<file path="src/rtl/reorder_buffer_pkg.sv">
// Shared constants for the reorder buffer: default index width, field widths
// and the dispatch type encodings.
package reorder_buffer_pkg;

    localparam int ROBSIZE  = 32'sd5;
    localparam int REG_BITS = 32'sd5;
    localparam int XLEN     = 32'sd32;

    typedef enum logic [1:0] {
        TYPE_REG = 2'd0,
        TYPE_BR  = 2'd1,
        TYPE_ST  = 2'd2
    } rob_type_e;

endpackage

</file>
<file path="src/rtl/reorder_buffer.sv">
// In-order commit reorder buffer: circular entry store with dispatch rename,
// CDB writeback, operand bypass lookup and mispredict flush.
module reorder_buffer
    import reorder_buffer_pkg::*;
#(
    parameter int ROB_BITS = ROBSIZE
) (
    input  logic                clk,
    input  logic                rst,
    input  logic                rdy,
    input  logic                disp_valid,
    input  logic [1:0]          disp_type,
    input  logic [REG_BITS-1:0] disp_rd,
    output logic                full,
    output logic [ROB_BITS-1:0] disp_rob_id,
    input  logic                wb_valid,
    input  logic [ROB_BITS-1:0] wb_rob_id,
    input  logic [XLEN-1:0]     wb_value,
    input  logic                wb_mispredict,
    input  logic [XLEN-1:0]     wb_target,
    output logic                need_set_reg_dep,
    output logic [REG_BITS-1:0] set_dep_reg_id,
    output logic [ROB_BITS-1:0] set_dep_rob_id,
    output logic                need_set_reg_value,
    output logic [REG_BITS-1:0] set_value_reg_id,
    output logic [XLEN-1:0]     set_val,
    output logic [ROB_BITS-1:0] set_reg_rob_id,
    input  logic [ROB_BITS-1:0] need_rob_id1,
    input  logic [ROB_BITS-1:0] need_rob_id2,
    output logic                rob_value1_ready,
    output logic [XLEN-1:0]     rob_value1,
    output logic                rob_value2_ready,
    output logic [XLEN-1:0]     rob_value2,
    output logic                clear,
    output logic [XLEN-1:0]     clear_pc,
    output logic                store_commit,
    output logic [ROB_BITS-1:0] store_commit_rob_id
);

    localparam int                DEPTH     = 32'd1 << ROB_BITS;
    localparam logic [ROB_BITS:0] DEPTH_CNT = (ROB_BITS+1)'(DEPTH);
    localparam logic [ROB_BITS:0] CNT_ZERO  = {(ROB_BITS+1){1'b0}};
    localparam logic [ROB_BITS:0] CNT_ONE   = (ROB_BITS+1)'(1'b1);
    localparam logic [ROB_BITS-1:0] IDX_ZERO = {ROB_BITS{1'b0}};
    localparam logic [ROB_BITS-1:0] IDX_ONE  = ROB_BITS'(1'b1);

    logic                busy_r    [DEPTH];
    logic                ready_r   [DEPTH];
    logic [1:0]          type_r    [DEPTH];
    logic [REG_BITS-1:0] rd_r      [DEPTH];
    logic [XLEN-1:0]     value_r   [DEPTH];
    logic                mispred_r [DEPTH];
    logic [XLEN-1:0]     target_r  [DEPTH];

    logic [ROB_BITS-1:0] head_r, tail_r, head_nxt_s, tail_nxt_s;
    logic [ROB_BITS:0]   count_r, count_nxt_s;
    logic                commit_s, clear_s, disp_acc_s, wb_acc_s;
    logic                byp1_s, byp2_s;

    assign full        = (count_r == DEPTH_CNT);
    assign disp_rob_id = tail_r;

    // Commit/flush decode; a mispredicted branch at the head squashes this cycle's dispatch and writeback
    always_comb begin
        commit_s   = rdy && (count_r != CNT_ZERO) && ready_r[head_r];
        clear_s    = 1'b0;
        if (commit_s && (type_r[head_r] == TYPE_BR) && mispred_r[head_r]) begin
            clear_s = 1'b1;
        end else begin
            clear_s = 1'b0;
        end
        disp_acc_s = disp_valid && !full && rdy && !clear_s;
        wb_acc_s   = wb_valid && rdy && busy_r[wb_rob_id] && !clear_s;
    end

    // Rename and commit side outputs
    always_comb begin
        need_set_reg_dep    = disp_acc_s && (disp_type == TYPE_REG) && (disp_rd != 5'd0);
        set_dep_reg_id      = disp_rd;
        set_dep_rob_id      = tail_r;
        need_set_reg_value  = 1'b0;
        set_value_reg_id    = {REG_BITS{1'b0}};
        set_val             = {XLEN{1'b0}};
        set_reg_rob_id      = IDX_ZERO;
        store_commit        = 1'b0;
        store_commit_rob_id = IDX_ZERO;
        clear               = clear_s;
        clear_pc            = {XLEN{1'b0}};
        if (commit_s) begin
            case (type_r[head_r])
                TYPE_REG: begin
                    if (rd_r[head_r] != 5'd0) begin
                        need_set_reg_value = 1'b1;
                        set_value_reg_id   = rd_r[head_r];
                        set_val            = value_r[head_r];
                        set_reg_rob_id     = head_r;
                    end else begin
                        need_set_reg_value = 1'b0;
                    end
                end
                TYPE_ST: begin
                    store_commit        = 1'b1;
                    store_commit_rob_id = head_r;
                end
                TYPE_BR: begin
                    if (clear_s) begin
                        clear_pc = target_r[head_r];
                    end else begin
                        clear_pc = {XLEN{1'b0}};
                    end
                end
                default: begin
                    need_set_reg_value = 1'b0;
                end
            endcase
        end else begin
            need_set_reg_value = 1'b0;
        end
    end

    // Operand lookup with same-cycle CDB bypass; idle entries never report ready
    always_comb begin
        byp1_s           = wb_valid && (wb_rob_id == need_rob_id1) && busy_r[need_rob_id1];
        byp2_s           = wb_valid && (wb_rob_id == need_rob_id2) && busy_r[need_rob_id2];
        rob_value1_ready = byp1_s || (busy_r[need_rob_id1] && ready_r[need_rob_id1]);
        rob_value2_ready = byp2_s || (busy_r[need_rob_id2] && ready_r[need_rob_id2]);
        rob_value1       = {XLEN{1'b0}};
        rob_value2       = {XLEN{1'b0}};
        if (byp1_s) begin
            rob_value1 = wb_value;
        end else if (rob_value1_ready) begin
            rob_value1 = value_r[need_rob_id1];
        end else begin
            rob_value1 = {XLEN{1'b0}};
        end
        if (byp2_s) begin
            rob_value2 = wb_value;
        end else if (rob_value2_ready) begin
            rob_value2 = value_r[need_rob_id2];
        end else begin
            rob_value2 = {XLEN{1'b0}};
        end
    end

    // Pointer and occupancy next-state
    always_comb begin
        head_nxt_s  = head_r;
        tail_nxt_s  = tail_r;
        count_nxt_s = count_r;
        if (clear_s) begin
            head_nxt_s  = IDX_ZERO;
            tail_nxt_s  = IDX_ZERO;
            count_nxt_s = CNT_ZERO;
        end else begin
            if (disp_acc_s) tail_nxt_s = tail_r + IDX_ONE;
            else            tail_nxt_s = tail_r;
            if (commit_s)   head_nxt_s = head_r + IDX_ONE;
            else            head_nxt_s = head_r;
            case ({disp_acc_s, commit_s})
                2'b10:   count_nxt_s = count_r + CNT_ONE;
                2'b01:   count_nxt_s = count_r - CNT_ONE;
                default: count_nxt_s = count_r;
            endcase
        end
    end

    // Pointer registers
    always_ff @(posedge clk or negedge rst) begin
        if (!rst) begin
            head_r  <= IDX_ZERO;
            tail_r  <= IDX_ZERO;
            count_r <= CNT_ZERO;
        end else begin
            head_r  <= head_nxt_s;
            tail_r  <= tail_nxt_s;
            count_r <= count_nxt_s;
        end
    end

    // Entry storage: allocate at tail, fill from CDB, retire at head
    always_ff @(posedge clk or negedge rst) begin
        if (!rst) begin
            for (int i = 32'sd0; i < DEPTH; i++) begin
                busy_r[i]    <= 1'b0;
                ready_r[i]   <= 1'b0;
                type_r[i]    <= 2'd0;
                rd_r[i]      <= {REG_BITS{1'b0}};
                value_r[i]   <= {XLEN{1'b0}};
                mispred_r[i] <= 1'b0;
                target_r[i]  <= {XLEN{1'b0}};
            end
        end else if (clear_s) begin
            for (int i = 32'sd0; i < DEPTH; i++) begin
                busy_r[i] <= 1'b0;
            end
        end else begin
            if (disp_acc_s) begin
                busy_r[tail_r]    <= 1'b1;
                ready_r[tail_r]   <= 1'b0;
                type_r[tail_r]    <= disp_type;
                rd_r[tail_r]      <= disp_rd;
                mispred_r[tail_r] <= 1'b0;
            end
            if (wb_acc_s) begin
                ready_r[wb_rob_id]   <= 1'b1;
                value_r[wb_rob_id]   <= wb_value;
                mispred_r[wb_rob_id] <= wb_mispredict;
                target_r[wb_rob_id]  <= wb_target;
            end
            if (commit_s) begin
                busy_r[head_r] <= 1'b0;
            end
        end
    end

endmodule

</file>
<file path="config.mk">
export PLATFORM = sky130hd
export DESIGN_NAME = reorder_buffer
export DESIGN_NICKNAME = d
export VERILOG_FILES = /design/src/rtl/reorder_buffer_pkg.sv /design/src/rtl/reorder_buffer.sv
export SDC_FILE = /design/constraint.sdc
export NUM_CORES = 2
export LEC_CHECK = 0
export CORE_UTILIZATION = 60
export DETAILED_ROUTE_END_ITERATION = 12
export PLACE_DENSITY = 0.83
export SETUP_SLACK_MARGIN = 0.1
export SYNTH_ARGS = -nofsm -noshare
export SYNTH_HDL_FRONTEND = slang
export SYNTH_SLANG_ARGS = --single-unit
</file>
<file path="constraint.sdc">
create_clock -name clk -period 5.5 [get_ports clk]
set_input_delay 0.55 -clock clk [delete_from_list [all_inputs] [get_ports clk]]
set_output_delay 0.55 -clock clk [all_outputs]
set_load 0.01 [all_outputs]
</file>
==> flow_summary.ini <==
[route]
route.vias.total = 80500
drtIter0Drc = 10400
drt_pass1_iterations = 6
ant_nets = 0
drc = 0
routed_wl_um = 376000
vias_per_cell = 7.44
wl_per_cell_um = 34.7

[grt]
grt_pass1_vias = 84000
grt_usage = 0.362
grt_first_pass_wirelength_um = 561000
antenna_found_initial = 27
grt_max_degree = 201
overflow = 0

[timing]
slew_viol_final = 0
finalCritPeriodShare = 0.985
tightestPinTransition_ns = 1.34
finalSetupTns_ns = 0
layout_min_cycle_time_ns = 5.42
max_freq_mhz = 185
fin_skew_ns = 0.0522
setup_viol = 0
rsz0062_at_grt = true
slew_headroom = 0.104
hold_viol = 0

[layout]
drive_gt1_frac = 0.421
fin_area_mm2 = 0.139
nets = 7924
syn_to_final_growth_pct = 10.8
layout_common_cells = 2380 x dfrtp_1, 1404 x mux2_2, 1248 x mux4_2
final_common_cell = dfrtp_1

[floorplanning]
core_area_mm2 = 0.207
io_pins = 257
start_util = 0.604
die_h_um = 459
die_area_mm2 = 0.211
die_w_um = 459
rows = 167

[power]
power_density_mw_per_mm2 = 371
internal_power_w = 0.0360
clkPwrFrac = 0.333
power_switching_share = 0.301
combPwrFrac = 0.252
leakage_nw = 63.7
ir_drop_mv = 0.376
p_sw_w = 0.0155
p_seq_frac = 0.415

[worst_setup_path]
worstSetupEndpointType = primary output
crit_fanout = 15
critical_path_class = reg2out
critPathLaunchType = flip-flop
required_ns = 4.95
arrival_ns = 4.87

[run]
maxCapViolCount = 0

[clock_network]
htree_levels = 4
clockBufferDepth = 3
cts-root-buf = clkbuf_16
clk_pin_slew_ns = 0.07
cts_buffers = 234
cts.sinks = 2384
cts_tree = yes
clkLatencyLatePin_ns = 0.92

[synth]
synth_nets = 8048
netlist_instances = 7945
ys_warn_count = 0
ys_seq_area_frac = 0.476
synthArstFlopShare = 1.00
ys_ff_latch = 2384
avgSynthCellArea_um2 = 15.8
syn-cell-area_mm2 = 0.125
synth_edf_count = 0
synth-main-ff-cell = dfrtp_1
yosys.cell_types.count = 55

[place]
place.gp.congestion = 0.942
post_dp_cell_area_mm2 = 0.130
io_buffers = 256
dpl.hpwl_um = 207000

[outcome]
outcome = complete, no violations

[min_path]
min_path_type = in2async
-- layer usage --
metal  global-route usage  up-vias  part of all wire
li1                     -    30800                 -
met1                0.485    42900              0.36
met2                0.543     5352              0.46
met3               0.0989     1360              0.11
met4                0.199       20             0.062
met5                    0        -           0.00034
-- stage by stage --
stage          instances  setup WS, ns  total power [W]  hold WS (ns)   util
2_1_floorplan       7945          1.69           0.0302         0.254      -
3_3_place_gp       10400         0.256           0.0338         0.461  0.629
3_5_place_dp       10400         0.232           0.0343         0.469  0.629
4_1_cts            10800        0.0441           0.0514         0.265  0.669
5_1_grt            10800        0.0975           0.0531         0.253  0.670
6_report           10800        0.0828           0.0515         0.225  0.670
-- cells in the mapped netlist (all sizes together) (7+ instances only) --
cell    number  area share
a221oi      26      0.0018
ha          11      0.0011
nand4       60      0.0060
nand4b       7     0.00059
inv         39      0.0012
nand2      142      0.0043
clkbuf     418       0.013
a21oi       14     0.00056
o22ai      292       0.015
nor3b        7     0.00042
mux2i      123      0.0098
nand3       37      0.0015
nor3        13     0.00052
a22oi       16     0.00096
nor2       107      0.0032
buf        453       0.021
xor2        12     0.00084
nor4         9     0.00045
mux2      2273        0.20
dfrtp     2384        0.48
o21ai       96      0.0038
or4         71      0.0043
mux4      1248        0.22
a21o        14     0.00084
and2        14     0.00070
a211oi       7     0.00042
-- sequential cells by signal, indices dropped and copies added, names as in the netlist --
name / count
value_r: 1024
ready_r: 32
target_r: 1024
busy_r: 32
head_r: 5
mispred_r: 32
rd_r: 160
disp_rob_id: 5
type_r: 64
count_r: 6
-- final timing paths --
kind | from | to | slack [ns] | cells past startpoint
setup reg to reg | head_r[1] | value_r[74] | 0.93 | 10
hold / removal | rst | value_r[244] | 0.22 | 2
hold reg to reg | target_r[175] | target_r[175] | 0.48 | 1
min in group clk | wb_mispredict | mispred_r[20] | 0.39 | 3
setup / recovery | busy_r[8] | rob_value1[18] | 0.08 | 10
max in group asynchronous | rst | head_r[0] | 3.42 | 3
-- final cells by class --
| class | instances | area [µm²] |
|---|---|---|
| Tap cell | 2788 | 3490 |
| Fill cell | 13400 | 68500 |
| Timing Repair Buffer | 511 | 5750 |
| Inverter | 39 | 146 |
| Multi-Input combinational cell | 4651 | 61400 |
| Antenna cell | 18 | 45.0 |
| Clock inverter | 93 | 1430 |
| Clock buffer | 333 | 6830 |
| Sequential cell | 2384 | 59700 |
-- power groups by stage --
stage               logic, W  registers [W]  clock network [W]
floorplan            0.00924         0.0209                  0
global placement      0.0124         0.0214                  0
detailed placement    0.0126         0.0216                  0
CTS                   0.0128         0.0213             0.0172
global route          0.0136         0.0216             0.0179
finish                0.0130         0.0214             0.0171
-- cell families (layout without fill, tap and decap cells) --
kind of cell | Yosys count | in the layout | share of synthesized area
muxes | 3644 | 3644 | 0.439
AOI/OAI and AO/OA | 484 | 484 | 0.0242
xor gates and xnor gates | 17 | 17 | 0.00119
buffers and inverters | 910 | 976 | 0.0348
DFF | 2384 | 2384 | 0.476
other | 0 | 18 | 0
and+or+nand+nor | 495 | 495 | 0.0237
adders and majority gates | 11 | 11 | 0.00110
-- critical path: stages (launching register included) --
cell	delay (ns)
dfrtp_1	0.44
mux4_2	0.49
mux4_2	0.48
mux2i_2	0.47
nor2_4	0.08
a211o_2	0.33
buf_4	0.27
buf_4	0.29
o21ai_2	0.35
buf_4	0.17
clkdlybuf4s50_1	0.53
-- timing repair --
| item | 4_1_cts | 5_1_grt |
|---|---|---|
| endpoints found under the setup margin | 67 | 21 |
| pin swaps | 1 | 0 |
| hold buffers | 1 | 0 |
| resized for setup | 5 | 4 |
| setup buffers | 3 | 2 |
| endpoints found under the hold margin | 71 | 0 |
No activity file was read; power rests on OpenSTA's default activity.
